<file path="src/rtl/unidade_funcional_soma.sv">
// Add/sub functional unit: fixed-latency pipeline feeding a credit-guarded result FIFO that drains onto the CDB.
// Optional feature: define OVERFLOW_FLAG_EN to add a per-result signed-overflow flag (overflowCDB).
module unidade_funcional_soma #(
    parameter int unsigned WIDTH    = 16,
    parameter int unsigned TAG_W    = 3,
    parameter int unsigned LATENCY  = 2,
    parameter int unsigned OB_DEPTH = 4
) (
    input  logic             clock,
    input  logic             reset,
    input  logic             dadoPronto,
    input  logic [WIDTH-1:0] operandoA,
    input  logic [WIDTH-1:0] operandoB,
    input  logic             operation,
    input  logic [TAG_W-1:0] nameIn,
    output logic             aceita,
    output logic             pedidoCDB,
    input  logic             concedidoCDB,
    output logic             teveEscritaCDB,
    output logic [TAG_W-1:0] nameCDB,
    output logic [WIDTH-1:0] dadoCDB
`ifdef OVERFLOW_FLAG_EN
    ,
    output logic             overflowCDB
`endif
);

    localparam int unsigned CNT_W = $clog2(OB_DEPTH + LATENCY + 1);
    localparam int unsigned PTR_W = $clog2(OB_DEPTH);

    logic             take;
    logic [WIDTH-1:0] result;
    logic             push_v;
    logic [TAG_W-1:0] push_tag;
    logic [WIDTH-1:0] push_data;
    logic [CNT_W-1:0] inflight;
    logic [CNT_W-1:0] ob_count;
    logic [PTR_W-1:0] wr_ptr;
    logic [PTR_W-1:0] rd_ptr;
    logic             pop;
    logic [TAG_W-1:0] ob_tag  [OB_DEPTH];
    logic [WIDTH-1:0] ob_data [OB_DEPTH];
`ifdef OVERFLOW_FLAG_EN
    logic             res_ovf;
    logic             push_ovf;
    logic             ob_ovf  [OB_DEPTH];
`endif

    // Credit check: every in-flight op already owns a buffer slot.
    assign aceita    = (inflight + ob_count) < CNT_W'(OB_DEPTH);
    assign pedidoCDB = (ob_count != '0);
    assign take      = dadoPronto & aceita;
    assign pop       = pedidoCDB & concedidoCDB;
    assign result    = operation ? (operandoA - operandoB) : (operandoA + operandoB);
`ifdef OVERFLOW_FLAG_EN
    assign res_ovf = (operation ? (operandoA[WIDTH-1] ^ operandoB[WIDTH-1])
                                : ~(operandoA[WIDTH-1] ^ operandoB[WIDTH-1]))
                     & (result[WIDTH-1] ^ operandoA[WIDTH-1]);
`endif

    // Stage 1 computes; remaining LATENCY-1 stages are registered delay before the buffer.
    generate
        if (LATENCY == 1) begin : g_nopipe
            assign push_v    = take;
            assign push_tag  = nameIn;
            assign push_data = result;
            assign inflight  = '0;
`ifdef OVERFLOW_FLAG_EN
            assign push_ovf  = res_ovf;
`endif
        end else begin : g_pipe
            localparam int unsigned PD = LATENCY - 1;
            logic [PD-1:0]    pv;
            logic [TAG_W-1:0] ptag  [PD];
            logic [WIDTH-1:0] pdata [PD];
`ifdef OVERFLOW_FLAG_EN
            logic             povf  [PD];
`endif

            always_ff @(posedge clock) begin
                if (reset) begin
                    pv <= '0;
                end else begin
                    pv[0] <= take;
                    for (int i = 1; i < int'(PD); i++) pv[i] <= pv[i-1];
                end
            end

            always_ff @(posedge clock) begin
                ptag[0]  <= nameIn;
                pdata[0] <= result;
`ifdef OVERFLOW_FLAG_EN
                povf[0]  <= res_ovf;
`endif
                for (int i = 1; i < int'(PD); i++) begin
                    ptag[i]  <= ptag[i-1];
                    pdata[i] <= pdata[i-1];
`ifdef OVERFLOW_FLAG_EN
                    povf[i]  <= povf[i-1];
`endif
                end
            end

            always_comb begin
                inflight = '0;
                for (int i = 0; i < int'(PD); i++) inflight = inflight + CNT_W'(pv[i]);
            end

            assign push_v    = pv[PD-1];
            assign push_tag  = ptag[PD-1];
            assign push_data = pdata[PD-1];
`ifdef OVERFLOW_FLAG_EN
            assign push_ovf  = povf[PD-1];
`endif
        end
    endgenerate

    // Result FIFO control: circular pointers, count tracks push/pop together.
    always_ff @(posedge clock) begin
        if (reset) begin
            wr_ptr   <= '0;
            rd_ptr   <= '0;
            ob_count <= '0;
        end else begin
            if (push_v) wr_ptr <= (wr_ptr == PTR_W'(OB_DEPTH - 1)) ? '0 : wr_ptr + PTR_W'(1);
            if (pop)    rd_ptr <= (rd_ptr == PTR_W'(OB_DEPTH - 1)) ? '0 : rd_ptr + PTR_W'(1);
            ob_count <= ob_count + CNT_W'(push_v) - CNT_W'(pop);
        end
    end

    always_ff @(posedge clock) begin
        if (push_v) begin
            ob_tag[wr_ptr]  <= push_tag;
            ob_data[wr_ptr] <= push_data;
`ifdef OVERFLOW_FLAG_EN
            ob_ovf[wr_ptr]  <= push_ovf;
`endif
        end
    end

    // CDB broadcast register: one-cycle valid pulse, payload holds between grants.
    always_ff @(posedge clock) begin
        if (reset) begin
            teveEscritaCDB <= 1'b0;
            nameCDB        <= '0;
            dadoCDB        <= '0;
`ifdef OVERFLOW_FLAG_EN
            overflowCDB    <= 1'b0;
`endif
        end else begin
            teveEscritaCDB <= pop;
            if (pop) begin
                nameCDB     <= ob_tag[rd_ptr];
                dadoCDB     <= ob_data[rd_ptr];
`ifdef OVERFLOW_FLAG_EN
                overflowCDB <= ob_ovf[rd_ptr];
`endif
            end
        end
    end

endmodule
</file>
<file path="config.mk">
export PLATFORM = sky130hd
export DESIGN_NAME = unidade_funcional_soma
export DESIGN_NICKNAME = d
export VERILOG_FILES = /design/src/rtl/unidade_funcional_soma.sv
export SDC_FILE = /design/constraint.sdc
export NUM_CORES = 1
export LEC_CHECK = 0
export ABC_CLOCK_PERIOD_IN_PS = 3300
export CAP_MARGIN = 0
export CORE_ASPECT_RATIO = 0.8
export CORE_UTILIZATION = 50
export DETAILED_ROUTE_END_ITERATION = 8
export PLACE_DENSITY = 0.69
export SYNTH_ARGS = -nofsm -noshare
export SYNTH_HDL_FRONTEND = slang
export SYNTH_SLANG_ARGS = --single-unit
</file>
<file path="constraint.sdc">
create_clock -name clock -period 3.3 [get_ports clock]
set_input_delay 0.66 -clock clock [delete_from_list [all_inputs] [get_ports clock]]
set_output_delay 0.66 -clock clock [all_outputs]
set_load 0.02 [all_outputs]
</file>
==> results.yml <==
floorplanning:
  start_util_pct: 52.6
  die-area_sq_um: 10800
  io_pins: 62
  die_w_microns: 116
  core_sq_um: 9850
  placementRows: 32
  die_y_microns: 93.1
clock_tree:
  numClockSinks: 123
  clk_path_buf_depth: 2
  cts_tree: "yes"
  cts_inserted_buffers: 17
  cts.clk_slew.worst_paths_ns: 0.06
  htreeDepth: 4
  cts_root_buf: "clkbuf_16"
  clk_latency_ns: 0.40
  cts_hold_buf: 0
sta:
  fin_setup_tns_ns: 0
  period_needed_ns: 3.13
  rsz0062_at_grt: "false"
  finalHoldViolCount: 0
  slew_viol_final: 0
  skew_ns: 0.00807
  slew-limit-headroom_pct: 28.1
  setup_viol: 0
  worst_pin_slew_ns: 1.08
  max_freq_mhz: 319
  fin_crit_sh_pct: 94.9
drt:
  route.detailed.drc: 0
  dr.pass1.iters: 4
  finalWirelength_microns: 9840
  via_count: 3300
  wl_per_cell_microns: 15.2
  ant_nets: 0
  viasPerCell: 5.10
  drtIter0Drc: 158
placed_design:
  gp_congestion: 0.797
  hpwl_microns: 6440
  portBuffers: 61
cells_and_area:
  fin_nets: 564
  fillerInstances: 727
  mostFrequentLayoutCells: "edfxtp_1, clkdlybuf4s50_1, nand2_1, dfxtp_1"
  diodes: 0
  multi_input_area_sq_um: 1860
  drive_above_1_share_pct: 18.4
  mostFrequentLayoutCell: "edfxtp_1"
  syn2layout_area_growth_pct: 32.2
  regArea_sq_um: 3220
worst_setup_path:
  worst_path_max_delay_cell: "clkdlybuf4s50_1"
  path_max_fanout: 4
  critPathBufInv: 2
  cp_cell_sequence: "clkdlybuf4s50_1, inv_1, ha_1, nand2b_1, nor2_1, nor2_1, xnor2_1, ha_1, a21o_1, a221oi_2, o22ai_1, a221o_1, a21oi_2, xnor2_1"
  worstPathArrival_ns: 3.46
  cp.required_ns: 3.63
  critPathCaptureType: "flop"
  crit_family: "compound AO/OA/AOI/OAI gates"
  slowest_delay_ns: 0.48
  crit_type: "input port to flop"
  start_kind: "input port"
yosys:
  syn_nets: 457
  yosysSeqAreaShare_pct: 62.2
  syn_area_per_cell_sq_um: 13.3
  yosysWarnings: 0
  synthCells: 391
  yosysUniqueCellTypes: 37
  synth_area_sq_um: 5180
  synthFlopType: "edfxtp_1"
  synth-async-reset-ratio_pct: 0
  ys_ff_latch: 123
  synth_edf_count: 76
global_routing:
  grt_pass1_wl_microns: 15800
  grt_pass1_vias: 3303
  grtUsageTotal_pct: 20.0
  gr-total-overflow: 0
  grt_max_degree: 29
  antenna_found_initial: 0
flow_run:
  cap_violations: 0
power_and_ir_drop:
  power_uw: 5110
  p_per_area_nw_per_um2: 746
  p_leak_uw: 0.00255
  irDropWorstVdd_v: 0.000391
hold_path:
  hold_class: "flop to flop"
outcome:
  status: "complete, no violations"
## cell families (layout without fill, tap and decap cells)
logic type | after synthesis | count (layout) | synth area share (%)
AOI/OAI and AO/OA | 62 | 62 | 6.81
muxes | 23 | 23 | 9.05
adders and majority gates | 26 | 26 | 6.42
DFF | 123 | 123 | 62.2
and+or+nand+nor | 99 | 99 | 8.47
buffers and inverters | 29 | 149 | 2.15
xor gates and xnor gates | 29 | 29 | 4.90
## what timing repair did
action                     in CTS  in global routing
setup buffers                   0                  0
setup endpoints to repair       0                  5
gates resized for setup         0                  3
## flip-flops by register name (all words and copies together), names as in the netlist
register	flops
dadoCDB	16
g_pipe.pdata	16
g_pipe.ptag	3
g_pipe.pv	1
nameCDB	3
ob_count	3
ob_data	64
ob_tag	12
rd_ptr	2
teveEscritaCDB	1
wr_ptr	2
## worst reg2reg max path, cell delays in order (launching register included)
cell     delay, ns
dfxtp_1       0.31
or3_1         0.39
nand2_1       0.08
buf_4         0.28
inv_1         0.08
buf_4         0.22
ha_1          0.23
ha_1          0.19
xnor2_1       0.15
nor2_1        0.05
## synth_stat cells (2+ instances only)
| cell type | count | share of area [%] |
|---|---|---|
| a21o_1 | 2 | 0.29 |
| a21oi_1 | 39 | 3.8 |
| a31oi_1 | 2 | 0.24 |
| and2_1 | 4 | 0.48 |
| and3_1 | 2 | 0.24 |
| buf_2 | 2 | 0.19 |
| clkbuf_1 | 9 | 0.65 |
| dfxtp_1 | 47 | 18 |
| edfxtp_1 | 76 | 44 |
| ha_1 | 25 | 6.0 |
| inv_1 | 17 | 1.2 |
| mux2i_1 | 3 | 0.58 |
| mux4_2 | 19 | 8.3 |
| nand2_1 | 50 | 3.6 |
| nand2b_1 | 6 | 0.72 |
| nor2_1 | 22 | 1.6 |
| nor2b_1 | 2 | 0.24 |
| nor3_1 | 5 | 0.48 |
| nor4_1 | 3 | 0.36 |
| o21ai_0 | 9 | 0.87 |
| o21bai_1 | 2 | 0.29 |
| o22ai_1 | 2 | 0.24 |
| or3_1 | 2 | 0.24 |
| xnor2_1 | 21 | 3.5 |
| xor2_1 | 8 | 1.4 |
## final cells by class
| class | instances | area share [%] |
|---|---|---|
| inverters | 17 | 0.932 |
| flip-flops and latches | 123 | 47.1 |
| multi-input cells | 239 | 27.2 |
| clock buffers | 17 | 6.21 |
| well taps | 136 | 2.48 |
| repair buffers | 100 | 13.2 |
| clock inverters | 15 | 2.92 |
## final timing paths
check                     from                  end  slack (ns)  depth (start not counted)
setup / recovery  operandoB[0]  g_pipe.pdata[0][14]        0.17                         14
hold / removal      dadoCDB[3]           dadoCDB[3]        0.45                          2
setup reg to reg   ob_count[0]          ob_count[2]        1.20                          9
hold reg to reg     dadoCDB[3]           dadoCDB[3]        0.45                          2
## per-layer routing
metal	share of wire, %	vias to the layer above	track usage (%)	wire length (microns)
met5	0	-	0	0
li1	-	1639	-	-
met1	46	1553	25.3	4530
met2	48	96	33.3	4750
met3	4.2	12	3.69	416
met4	1.5	0	9.29	148
## power breakdown
part           internal (uW)  leakage, uW  switching, uW  total, uW
clock network           1260     0.000298            662       1920
logic                    570      0.00117            574       1140
registers               1910      0.00108            137       2040
## stage by stage
stage | cells | setup slack (ns) | utilization, % | instance area (sq um) | hold WS [ns]
after floorplan | 391 | 0.380 | - | 5180 | 0.438
after global placement | 615 | -0.161 | 63.0 | 6210 | 0.442
after detailed placement | 615 | -0.237 | 63.0 | 6210 | 0.446
after CTS | 647 | 0.152 | 69.4 | 6830 | 0.453
after global routing | 647 | 0.00392 | 69.5 | 6850 | 0.470
final | 647 | 0.169 | 69.5 | 6850 | 0.451
No activity file was read; power rests on OpenSTA's default activity.
